[src/rtl/menu_video_timing_pkg.sv]
// Shared timing defaults and counter types for the MENU 640x312 pixel domain.
package menu_video_pkg;

    localparam int H_TOTAL    = 640;
    localparam int HBL_START  = 310;
    localparam int HBL_END    = 420;
    localparam int HS_START   = 336;
    localparam int HS_END     = 368;
    localparam int V_TOTAL    = 312;
    localparam int VBL_START  = 306;
    localparam int VBL_END    = 2;
    localparam int VS_START   = 308;
    localparam int VS_END     = 0;
    localparam int PHASE_STEP = 6;
    localparam int PHASE_W    = 10;

    typedef logic [9:0] hcnt_t;
    typedef logic [8:0] vcnt_t;

endpackage

[src/rtl/menu_video_timing_if.sv]
// Raster outputs bundle: the timing generator drives it, sync/colour consumers read it.
interface menu_video_timing_if #(
    parameter int PHASE_W = 10
);
    import menu_video_pkg::*;

    hcnt_t              hc;
    vcnt_t              vc;
    logic [PHASE_W-1:0] phase;
    logic               hblank;
    logic               vblank;
    logic               hsync;
    logic               vsync;
    logic               de;
    logic               line_start;
    logic               frame_start;

    modport master (
        output hc, vc, phase, hblank, vblank, hsync, vsync, de, line_start, frame_start
    );

    modport slave (
        input hc, vc, phase, hblank, vblank, hsync, vsync, de, line_start, frame_start
    );

endinterface

[src/rtl/menu_video_timing_span_flag.sv]
// Set/clear span register: sets when the counter reads SET_AT, clears when it reads
// CLR_AT, both judged on the pre-edge count. CLR_AT < SET_AT wraps through zero.
module span_flag #(
    parameter int   CNT_W   = 10,
    parameter int   SET_AT  = 0,
    parameter int   CLR_AT  = 1,
    parameter logic RST_VAL = 1'b0
) (
    input  logic             clk,
    input  logic             reset,
    input  logic             ce,
    input  logic [CNT_W-1:0] cnt,
    output logic             flag_d,
    output logic             flag_q
);

    if (SET_AT == CLR_AT) begin : g_bad_span
        $error("span_flag: SET_AT and CLR_AT must differ");
    end

    // Next flag value from the span endpoints; holds when ce is low or no endpoint hit.
    always_comb begin
        flag_d = flag_q;
        if (ce) begin
            if (cnt == SET_AT[CNT_W-1:0]) begin
                flag_d = 1'b1;
            end else if (cnt == CLR_AT[CNT_W-1:0]) begin
                flag_d = 1'b0;
            end else begin
                flag_d = flag_q;
            end
        end else begin
            flag_d = flag_q;
        end
    end

    // Flag register with synchronous reset to its idle level.
    always_ff @(posedge clk) begin
        if (reset) begin
            flag_q <= RST_VAL;
        end else begin
            flag_q <= flag_d;
        end
    end

endmodule

[src/rtl/menu_video_timing.sv]
// Free-running raster timing generator: hc/vc counters, blank/sync spans,
// display enable, line/frame strobes and a per-frame phase accumulator.
module menu_video_timing
    import menu_video_pkg::*;
#(
    parameter int H_TOTAL    = menu_video_pkg::H_TOTAL,
    parameter int HBL_START  = menu_video_pkg::HBL_START,
    parameter int HBL_END    = menu_video_pkg::HBL_END,
    parameter int HS_START   = menu_video_pkg::HS_START,
    parameter int HS_END     = menu_video_pkg::HS_END,
    parameter int V_TOTAL    = menu_video_pkg::V_TOTAL,
    parameter int VBL_START  = menu_video_pkg::VBL_START,
    parameter int VBL_END    = menu_video_pkg::VBL_END,
    parameter int VS_START   = menu_video_pkg::VS_START,
    parameter int VS_END     = menu_video_pkg::VS_END,
    parameter int PHASE_STEP = menu_video_pkg::PHASE_STEP,
    parameter int PHASE_W    = menu_video_pkg::PHASE_W
) (
    input  logic                clk_sys,
    input  logic                reset,
    input  logic                ce_pix,
    menu_video_timing_if.master vid
);

    if (H_TOTAL > 1024 || H_TOTAL < 2) begin : g_bad_htotal
        $error("menu_video_timing: H_TOTAL must be 2..1024");
    end
    if (V_TOTAL > 512 || V_TOTAL < 2) begin : g_bad_vtotal
        $error("menu_video_timing: V_TOTAL must be 2..512");
    end

    hcnt_t              hc_q, hc_d;
    vcnt_t              vc_q, vc_d;
    logic [PHASE_W-1:0] phase_q, phase_d;
    logic               de_q, de_d;
    logic               line_start_q, line_start_d;
    logic               frame_start_q, frame_start_d;
    logic               h_last_s, v_last_s;
    logic               hblank_d, hblank_q, vblank_d, vblank_q;
    logic               hsync_d, hsync_q, vsync_d, vsync_q;
    logic               sync_nx_unused_s;

    // Counter advance, phase step on frame wrap, and strobes for the edge that zeroes hc.
    always_comb begin
        h_last_s      = (hc_q == hcnt_t'(H_TOTAL - 1));
        v_last_s      = (vc_q == vcnt_t'(V_TOTAL - 1));
        hc_d          = hc_q;
        vc_d          = vc_q;
        phase_d       = phase_q;
        line_start_d  = 1'b0;
        frame_start_d = 1'b0;
        if (ce_pix) begin
            if (h_last_s) begin
                hc_d         = 10'd0;
                line_start_d = 1'b1;
                if (v_last_s) begin
                    vc_d          = 9'd0;
                    phase_d       = phase_q + PHASE_W'(PHASE_STEP);
                    frame_start_d = 1'b1;
                end else begin
                    vc_d = vc_q + 9'd1;
                end
            end else begin
                hc_d = hc_q + 10'd1;
            end
        end else begin
            hc_d = hc_q;
        end
    end

    // Display enable tracks the next-state blank flags so it lands on the same edge.
    always_comb begin
        de_d = de_q;
        if (ce_pix) begin
            de_d = !(hblank_d || vblank_d);
        end else begin
            de_d = de_q;
        end
    end

    // Raster state registers with synchronous restart to the top-left pixel.
    always_ff @(posedge clk_sys) begin
        if (reset) begin
            hc_q          <= 10'd0;
            vc_q          <= 9'd0;
            phase_q       <= '0;
            de_q          <= 1'b0;
            line_start_q  <= 1'b0;
            frame_start_q <= 1'b0;
        end else begin
            hc_q          <= hc_d;
            vc_q          <= vc_d;
            phase_q       <= phase_d;
            de_q          <= de_d;
            line_start_q  <= line_start_d;
            frame_start_q <= frame_start_d;
        end
    end

    span_flag #(.CNT_W(10), .SET_AT(HBL_START), .CLR_AT(HBL_END), .RST_VAL(1'b1)) u_hblank (
        .clk(clk_sys), .reset(reset), .ce(ce_pix), .cnt(hc_q), .flag_d(hblank_d), .flag_q(hblank_q)
    );
    span_flag #(.CNT_W(10), .SET_AT(HS_START), .CLR_AT(HS_END), .RST_VAL(1'b0)) u_hsync (
        .clk(clk_sys), .reset(reset), .ce(ce_pix), .cnt(hc_q), .flag_d(hsync_d), .flag_q(hsync_q)
    );
    span_flag #(.CNT_W(9), .SET_AT(VBL_START), .CLR_AT(VBL_END), .RST_VAL(1'b1)) u_vblank (
        .clk(clk_sys), .reset(reset), .ce(ce_pix), .cnt(vc_q), .flag_d(vblank_d), .flag_q(vblank_q)
    );
    span_flag #(.CNT_W(9), .SET_AT(VS_START), .CLR_AT(VS_END), .RST_VAL(1'b0)) u_vsync (
        .clk(clk_sys), .reset(reset), .ce(ce_pix), .cnt(vc_q), .flag_d(vsync_d), .flag_q(vsync_q)
    );

    // Sync next-state values have no consumer here; only blank feeds de.
    assign sync_nx_unused_s = hsync_d ^ vsync_d;

    assign vid.hc          = hc_q;
    assign vid.vc          = vc_q;
    assign vid.phase       = phase_q;
    assign vid.hblank      = hblank_q;
    assign vid.vblank      = vblank_q;
    assign vid.hsync       = hsync_q;
    assign vid.vsync       = vsync_q;
    assign vid.de          = de_q;
    assign vid.line_start  = line_start_q;
    assign vid.frame_start = frame_start_q;

endmodule
[src/flat_wrapper.sv]
// flat-port wrapper written by rule: the top's interface ports become plain ports
module menu_video_timing_flat import menu_video_pkg::*;
#(
    parameter int H_TOTAL    = menu_video_pkg::H_TOTAL,
    parameter int HBL_START  = menu_video_pkg::HBL_START,
    parameter int HBL_END    = menu_video_pkg::HBL_END,
    parameter int HS_START   = menu_video_pkg::HS_START,
    parameter int HS_END     = menu_video_pkg::HS_END,
    parameter int V_TOTAL    = menu_video_pkg::V_TOTAL,
    parameter int VBL_START  = menu_video_pkg::VBL_START,
    parameter int VBL_END    = menu_video_pkg::VBL_END,
    parameter int VS_START   = menu_video_pkg::VS_START,
    parameter int VS_END     = menu_video_pkg::VS_END,
    parameter int PHASE_STEP = menu_video_pkg::PHASE_STEP,
    parameter int PHASE_W    = menu_video_pkg::PHASE_W
)
  (clk_sys, reset, ce_pix, vid_hc, vid_vc, vid_phase, vid_hblank, vid_vblank, vid_hsync, vid_vsync, vid_de, vid_line_start, vid_frame_start);
  menu_video_timing_if #(.PHASE_W(PHASE_W)) vid_i ();
  input  logic clk_sys;
  input  logic reset;
  input  logic ce_pix;
  output wire logic [$bits(vid_i.hc)-1:0] vid_hc;
  output wire logic [$bits(vid_i.vc)-1:0] vid_vc;
  output wire logic [$bits(vid_i.phase)-1:0] vid_phase;
  output wire logic [$bits(vid_i.hblank)-1:0] vid_hblank;
  output wire logic [$bits(vid_i.vblank)-1:0] vid_vblank;
  output wire logic [$bits(vid_i.hsync)-1:0] vid_hsync;
  output wire logic [$bits(vid_i.vsync)-1:0] vid_vsync;
  output wire logic [$bits(vid_i.de)-1:0] vid_de;
  output wire logic [$bits(vid_i.line_start)-1:0] vid_line_start;
  output wire logic [$bits(vid_i.frame_start)-1:0] vid_frame_start;
  assign vid_hc = vid_i.hc;
  assign vid_vc = vid_i.vc;
  assign vid_phase = vid_i.phase;
  assign vid_hblank = vid_i.hblank;
  assign vid_vblank = vid_i.vblank;
  assign vid_hsync = vid_i.hsync;
  assign vid_vsync = vid_i.vsync;
  assign vid_de = vid_i.de;
  assign vid_line_start = vid_i.line_start;
  assign vid_frame_start = vid_i.frame_start;
  menu_video_timing #(.H_TOTAL(H_TOTAL), .HBL_START(HBL_START), .HBL_END(HBL_END), .HS_START(HS_START), .HS_END(HS_END), .V_TOTAL(V_TOTAL), .VBL_START(VBL_START), .VBL_END(VBL_END), .VS_START(VS_START), .VS_END(VS_END), .PHASE_STEP(PHASE_STEP), .PHASE_W(PHASE_W)) u_core (.clk_sys(clk_sys), .reset(reset), .ce_pix(ce_pix), .vid(vid_i));
endmodule
[config.mk]
export PLATFORM = sky130hd
export DESIGN_NAME = menu_video_timing_flat
export DESIGN_NICKNAME = d
export VERILOG_FILES = /design/src/rtl/menu_video_timing_pkg.sv /design/src/rtl/menu_video_timing_if.sv /design/src/rtl/menu_video_timing_span_flag.sv /design/src/rtl/menu_video_timing.sv /design/src/flat_wrapper.sv
export SDC_FILE = /design/constraint.sdc
export NUM_CORES = 1
export LEC_CHECK = 0
export CAP_MARGIN = 10
export CORE_MARGIN = 1
export CORE_UTILIZATION = 45
export DETAILED_ROUTE_END_ITERATION = 8
export PLACE_DENSITY = 0.74
export SLEW_MARGIN = 20
export SYNTH_ARGS = -nofsm -noshare
export SYNTH_HDL_FRONTEND = slang
export SYNTH_HIERARCHICAL = 1
export SYNTH_SLANG_ARGS = --single-unit
export TNS_END_PERCENT = 1
[constraint.sdc]
create_clock -name clk_sys -period 2.1 [get_ports clk_sys]
set_clock_uncertainty 0.15 [all_clocks]
set_input_delay 0.21 -clock clk_sys [delete_from_list [all_inputs] [get_ports clk_sys]]
set_output_delay 0.21 -clock clk_sys [all_outputs]
set_load 0.05 [all_outputs]
==> metrics.txt, run 1 <==
grt ovf 0; Internal 0.920 mW; Worst Max-Slew Pin Slew around 0.5 ns; Critical Path Max Stage Delay 0.86 ns; WL/cell ~14 um; pin count of the biggest net entering global routing between 40 and 50; Final Setup Violations 0; Avg Cell Area, Syn 9.02 sq um; Net Sw Power 0.289 mW; Worst Hold Endpoint u_core/u_vsync/flag_q; slew margin rel. 0.666; Vias/cell 5.75; buffers and inverters on the worst path 1; Area Growth Syn to Fin 34.1%; WL final 4.50 mm; Detail Route met2 WL 2.10 mm; PortBufs 37; hold_sp u_core/u_vsync/flag_q; Final Max Slew Viols 0; setup TNS 0 ns; Pwr Density 481 nW/um^2; max-cap violations 0; RePlAce Congestion 0.795; worst path cell trace clkdlybuf4s50_1; Syn Std Cell Area 1880 sq um; Critical-path top delay cell clkdlybuf4s50_1; FF-to-FF path depth 5; clock sinks 35; minimum clock period between 2 and 2.5 ns; final core utilization 0.629; Ports 39; Sw Share 0.239; flop2flop setup slack 0.17 ns; hold_buf cts 0; antenna violations before repair 0; layout cell share with drive strength beyond 1 0.202; maximum ir drop on the vdd rail 0.286 mV; Final Hold Viols 0; sequential group share of total power 0.553; final net count 267; Die H 66.6 um; syn_nets 214; Combinational Power Share 0.060; vias in the first global route 1576; worst hold path stage count 2; Pleak 0.863 nW; DRC viols 0; met3 routed WL roughly 200 um; CTS tree built; GRT Overall Usage 0.227; Highest Signal Layer met4; Yosys warnings 6; Rows 23; kind of critical path flop to output pin; Clock Power Share 0.387; dpl ws -0.164 ns; CP Capture Type output pin; DR iter-0 viols 112; via count 1794; Initial Util 0.469; CTS Buffer Depth 2; worst-path maximum fanout 9; full die area 4430 sq um; clk_lat worst skew 0.29 ns; M1 wire length ~2.1 mm; Final ANT Viol Nets 0; detailed placer's ending HPWL about 3.1 mm; RR Startpoint u_core/vid.vc[6]; # fillers roughly 360; root buffer cell clkbuf_8; Inserted Diodes 0; Clock transition at path regs 0.07 ns; Setup WS post-layout 0.0999 ns; Synth Instances roughly 210; core region area around 4000 sq um; Top Family by Delay on Critical Path buffers and inverters; crit path launch type flop; Initial DRT Pass Iterations 4; RSZ-0062 raised after global routing no; HP Class flop to flop; CP required 1.74 ns; period utilization 0.952; Die Wd 66.6 um; cts bufs inserted 5; fmax approximately 500 MHz; outcome finished, final reports clean; Worst Path Arrival ~1.6 ns; R2R Path End u_core/vid.phase[6]; htree depth 2; first-pass GRT wire length ~7.5 mm
==> cell type report <==
class / instances / area, sq um / share of cell area
well taps: 50 / 62.6 / 0.0249
clock buffers: 6 / 72.6 / 0.0289
clock inverters: 2 / 7.51 / 0.00299
multi-input cells: 153 / 1070 / 0.426
inverters: 7 / 26.3 / 0.0104
flip-flops and latches: 35 / 719 / 0.286
repair buffers: 59 / 554 / 0.220
==> power by group through the flow <==
stage / Combinational [mW] / Sequential [mW] / Clock, mW
2_1_floorplan: 0.0315 / 0.697 / 0
3_3_place_gp: 0.0712 / 0.684 / 0
3_5_place_dp: 0.0722 / 0.684 / 0
4_1_cts: 0.0722 / 0.668 / 0.480
5_1_grt: 0.0773 / 0.668 / 0.509
6_report: 0.0722 / 0.668 / 0.468
==> placed cells by master (no fill, tap or decap), types with 2 or more instances in the layout <==
cell type,n
a21oi_1,18
and3_1,4
and4_1,4
buf_12,2
buf_4,22
clkbuf_8,5
clkdlybuf4s50_1,34
clkinv_1,2
dfxtp_1,24
dfxtp_2,9
dfxtp_4,2
ha_1,3
inv_1,7
nand2_1,10
nand2b_1,5
nand3_1,9
nand3b_1,6
nand4_1,10
nor2_1,7
nor3_1,8
nor4b_2,2
o21ai_0,2
o21ai_1,2
o31ai_1,10
o32ai_1,5
or2_2,2
or3_1,8
or4_1,8
or4bb_1,2
xor2_1,9
==> stage by stage <==
| step | power [mW] | hold slack, ns | cell area, sq um | instances |
|---|---|---|---|---|
| 2_1_floorplan | 0.729 | 0.166 | 1890 | 208 |
| 3_3_place_gp | 0.755 | 0.310 | 2420 | 302 |
| 3_5_place_dp | 0.756 | 0.324 | 2420 | 302 |
| 4_1_cts | 1.22 | 0.335 | 2500 | 310 |
| 5_1_grt | 1.25 | 0.363 | 2510 | 312 |
| 6_report | 1.21 | 0.332 | 2510 | 312 |
==> repair_timing <==
item                                    in CTS  in global routing
resized for setup                            1                  1
hold endpoints to repair                     0                  0
endpoints found under the setup margin       1                  2
pin swaps                                    0                  2
setup buffers                                0                  2
==> state kept, by name, summed over array words and instances, names as in the netlist <==
signal	cells
u_core/vid.vc	9
u_core/u_hblank/flag_q	1
u_core/u_vsync/flag_q	1
u_core/u_vblank/flag_q	1
u_core/u_hsync/flag_q	1
u_core/vid.hc	10
u_core/vid.line_start	1
u_core/vid.de	1
u_core/vid.frame_start	1
u_core/vid.phase	9
==> worst max-delay path by stage <==
| stage | start | to | slack [ns] | cells after the start |
|---|---|---|---|---|
| detailed placement | ce_pix | u_core/vid.de | -0.16 | 7 |
| finish | u_core/vid.phase[3] | vid_phase[3] | 0.1 | 1 |
| CTS | u_core/vid.vc[7] | vid_vc[7] | 0.06 | 1 |
| global placement | ce_pix | u_core/vid.de | -0.09 | 7 |
| floorplan | u_core/vid.phase[1] | u_core/vid.phase[9] | -0.008 | 6 |
| global route | u_core/vid.vc[6] | u_core/vid.phase[6] | 0.009 | 5 |
==> layer usage <==
metal  vias up  global-route usage
met1       847               0.289
li1        893                   -
met2        49               0.366
met3         5              0.0565
met4         0              0.0878
met5         -                   0
(Power assumes the default switching activity.)
==> inputs of run 2 (changes only) <==
--- a/config.mk
+++ b/config.mk
@@ -5,11 +5,13 @@
 export SDC_FILE = /design/constraint.sdc
 export NUM_CORES = 1
 export LEC_CHECK = 0
+export ABC_AREA = 1
 export CAP_MARGIN = 10
 export CORE_MARGIN = 1
 export CORE_UTILIZATION = 45
 export DETAILED_ROUTE_END_ITERATION = 8
-export PLACE_DENSITY = 0.74
+export DONT_BUFFER_PORTS = 1
+export MAX_ROUTING_LAYER = met4
 export SLEW_MARGIN = 20
 export SYNTH_ARGS = -nofsm -noshare
 export SYNTH_HDL_FRONTEND = slang
==> metrics.txt, run 2 <==
Clock transition at path regs 0.08 ns (about the same); maximum ir drop on the vdd rail 0.276 mV (-3.3%); Area Growth Syn to Fin 19.3%; final net count 377 (+41%); RSZ-0062 raised after global routing no; Worst Max-Slew Pin Slew 0.914 ns (+0.414 ns); Die H 69.9 um (+5.1%); # fillers 434 (+20%); WL/cell 12.5 um (-13%); setup TNS 0 ns (unchanged); cts bufs inserted 5 (unchanged); first-pass GRT wire length 9.18 mm (+23%); clk_lat worst skew 0.29 ns (about the same); Ports 39 (unchanged); grt ovf 0 (unchanged); Pwr Density 497 nW/um^2 (+3.4%); crit path launch type primary input; Initial Util 0.474 (+0.00487); DR iter-0 viols 159 (+42%); met2 GRT Util 0.358 (-0.00826); Worst Path Arrival 1.95 ns (+0.31 ns); DRC viols 0 (unchanged); antenna violations before repair 0 (unchanged); CP required 2.13 ns (+0.39 ns); CP Capture Type flop; dpl ws 0.417 ns (+0.581 ns); Final Hold Viols 0 (unchanged); Fin Hold WS 0.0415 ns (-0.290 ns); GRT Overall Usage 0.240 (+0.0130); Largest register FFs 10 (unchanged); Final Setup Violations 0 (unchanged); Vias/cell 5.03 (-13%); gr busiest metal met2; HP Class primary input to flop; Final ANT Viol Nets 0 (unchanged); PortBufs 0 (-100%); CTS Buffer Depth 2 (unchanged); Die Wd 69.9 um (+5.1%); Final Max Slew Viols 0 (unchanged); layout cell share with drive strength beyond 1 0.156 (-0.0464); placed cells 413 (+37%); core region area 4380 sq um (+9.6%); vias in the first global route 1945 (+23%); clock sinks 35 (unchanged); met1 usage 0.332 (+0.0436); worst-path maximum fanout 20 (+11); detailed placer's ending HPWL 3.91 mm (+28%); post-CTS setup buffers 0 (unchanged); slew margin rel. 0.389 (-0.277); Overall Power 1.23 mW (+1.9%); Syn Std Cell Area 2080 sq um (+11%); Pleak 1.04 nW (+21%); Inserted Diodes 0 (unchanged); syn_nets 339 (+58%); post-CTS sizing 0 (-1); final cell count without fillers 424 (+36%); RePlAce Congestion 0.821 (+3.3%); pin count of the biggest net entering global routing 21 (-52%); WL final 5.31 mm (+18%); CTS tree built; Synth Instances 333 (+60%); commonest non-fill, non-tap cell in the layout nand2_1; period utilization 0.911 (-0.0415); max-cap violations 0 (unchanged); Rows 24 (+4.3%); Avg Cell Area, Syn 6.24 sq um (-31%); Yosys warnings 6 (unchanged); outcome finished, final reports clean; minimum clock period 1.91 ns (-0.0871 ns); kind of critical path primary input to flop; Setup WS post-layout 0.187 ns (+0.0871 ns); Initial DRT Pass Iterations 4 (unchanged); flop2flop setup slack 0.19 ns (+0.02 ns); full die area 4890 sq um (+10%); most frequent cells in the layout nand2_1, nor2_1, inv_1, dfxtp_1, buf_4; root buffer cell clkbuf_8; fmax 523 MHz (+4.6%); met3 Resource Use GR 0.0462 (-0.0103); via count 2132 (+19%); htree depth 2 (unchanged)
## run 2: cell types whose count changed in the layout (fill, tap and decap cells not counted), moves of 10 or more
cell,previous run,this run
nand2_1,10,91
nor2_1,7,55
inv_1,7,48
clkdlybuf4s50_1,34,0
nand3_1,9,26
dfxtp_1,24,35
o31ai_1,10,0
## run 2: final timing paths
check	from	end	cells past startpoint
worst min register to register	u_core/u_hblank/flag_q	u_core/u_hblank/flag_q	2
worst min-delay path	ce_pix	u_core/u_vsync/flag_q	4
worst max-delay path	reset	u_core/u_hsync/flag_q	3
worst max register to register	u_core/vid.hc[4]	u_core/u_hsync/flag_q	7
## run 2: where the power goes
group,switching [mW],total (mW),internal (mW)
clock,0.267,0.498,0.231
combinational,0.0486,0.0656,0.0169
sequential,0.00217,0.668,0.666
total,0.318,1.23,0.914
## run 2: per-layer routing
metal | wire, um | vias to the layer above
met5 | 0 | -
met4 | 53 | 0
met3 | 321 | 6
met2 | 2330 | 66
met1 | 2610 | 946
li1 | - | 1114
## run 2: cell type report
| type | count | area (sq um) | area share |
|---|---|---|---|
| multi-input combinational | 243 | 1170 | 0.470 |
| sequential | 35 | 701 | 0.283 |
| timing repair buffer | 34 | 263 | 0.106 |
| inverter | 52 | 195 | 0.0787 |
| clock buffer | 5 | 68.8 | 0.0278 |
| tap | 52 | 65.1 | 0.0262 |
| clock inverter | 3 | 20.0 | 0.00808 |
## run 2: metrics by stage
step	util	area [sq um]
after global placement	0.538	2360
after global routing	0.565	2480
after detailed placement	0.538	2360
after floorplan	-	2080
after CTS	0.565	2480
final	0.565	2480
## run 2: repair_timing
item	4_1_cts	5_1_grt
endpoints found under the setup margin	0	0
hold buffers	3	0
endpoints found under the hold margin	22	0
## run 2: worst max-delay path, stage by stage
cell and delay (ns):
dlygate4sd3_1 1.13, a21oi_2 0.02, dlygate4sd3_1 0.58
==> variant, RTL diff (settings of run 2) <==
`PHASE_W` is set to 10 in 2 places; all go to 20.
--- a/src/rtl/menu_video_timing_pkg.sv
+++ b/src/rtl/menu_video_timing_pkg.sv
@@ -14,3 +14,3 @@
     localparam int PHASE_STEP = 6;
-    localparam int PHASE_W    = 10;
+    localparam int PHASE_W    = 20;
 
--- a/src/rtl/menu_video_timing_if.sv
+++ b/src/rtl/menu_video_timing_if.sv
@@ -2,3 +2,3 @@
 interface menu_video_timing_if #(
-    parameter int PHASE_W = 10
+    parameter int PHASE_W = 20
 );
Ports: changed (resized vid_phase); port bits go from 39 to 49. The function was not compared with the original's and may differ.
==> variant against run 2 <==
Setup slack gained 19 ps. Total power grew 18%. Final cell count grew 24%. Sequential power grew 28%. Sequential cell count grew 10. Sequential share of layout area grew 0.78 points. Utilization shrank 0.55 points. Clock power grew 4.6%. Design area grew 25%. Worst hold slack lost 5.5 ps. Synthesized area grew 26%. Routed wire length grew 24%.
==> variant: results (changes against run 2) <==
| Metric | Value |
|---|---|
| Outcome | `complete, no violations` |
| Slew Limit Headroom | `29.57% (-9.3 points)` |
| RD Place Congestion | `0.8695 (+5.9%)` |
| Clock-cell share of area | `2.662% (-0.92 points)` |
| Seq area share | `29.04% (+0.78 points)` |
| All-Layer GR Usage | `23.50% (-0.52 points)` |
| Die area | `6106 um^2 (+25%)` |
| Non-clk buf share | `10.73% (+0.13 points)` |
| DP HPWL | `4.854 mm (+24%)` |
| Vias in the first global route | `2312 (+19%)` |
| N_taps | `72 (+38%)` |
| Root buf cell | `clkbuf_8` |
| Hold WS | `35.99 ps (-5.500 ps)` |
| DR WL met2 | `2.894 mm (+24%)` |
| Critical Path AT | `1930 ps (-20 ps)` |
| CLK BUF | `6 (+1)` |
| M1 wire length | `3.329 mm (+28%)` |
| R2r setup slk | `210 ps (+20 ps)` |
| Buffers, non-clock | `43 (+26%)` |
| M3 GR Usage | `4.651% (+0.034 points)` |
| Nets | `460 (+22%)` |
| Max incr delay on CP | `600 ps (-530 ps)` |
| First-pass GRT wire length | `11.01 mm (+20%)` |
| Met3 Routed Length | `310 um (-3.4%)` |
| Total wire length | `6.589 mm (+24%)` |
| Area after DPL | `2984 um^2 (+26%)` |
| ANT cells | `0 (unchanged)` |
| Initial drt markers | `102 (-36%)` |
| Global routing usage on met1 | `32.41% (-0.81 points)` |
| Crit path from | `u_core/vid.hc[1]` |
| Met2 Use GR | `34.91% (-0.88 points)` |
| R2R depth | `8 (+1)` |
| Worst-path maximum fanout | `6 (-70%)` |
| Pin count of the biggest net entering global routing | `26 (+24%)` |
| Mapped Nets | `413 (+22%)` |
| CTS Sinks | `45 (+29%)` |
| Multi-input gates | `299 (+23%)` |
| Via Count | `2606 (+22%)` |
| Max IR drop VDD | `0.0003049 V (+10%)` |
-- variant: how the worst max path moves through the flow --
| stage | slack (ps) | end | depth (start not counted) |
|---|---|---|---|
| CTS | 70 | u_core/u_hsync/flag_q | 3 |
| global placement | 320 | u_core/vid.phase[13] | 9 |
| floorplan | 30 | u_core/vid.phase[1] | 10 |
| global route | 50 | u_core/vid.phase[13] | 9 |
| detailed placement | 260 | u_core/vid.phase[13] | 9 |
| finish | 210 | u_core/u_hsync/flag_q | 8 |
-- variant: metrics by stage --
step                      util (%)  setup WS [ps]  total power, mW  cells
after detailed placement     53.86          264.1           0.9360    516
final                        55.98          206.0            1.450    527
after global placement       53.86          319.6           0.9346    516
after floorplan                  -          28.01           0.9274    407
after CTS                    55.89          74.49            1.470    527
after global routing         55.98          45.24            1.524    527
-- variant: where the power goes --
group,switching [mW],internal [mW],total (mW)
clock,0.290,0.231,0.521
sequential,0.00171,0.856,0.857
combinational,0.0534,0.0177,0.0711
total,0.345,1.10,1.45
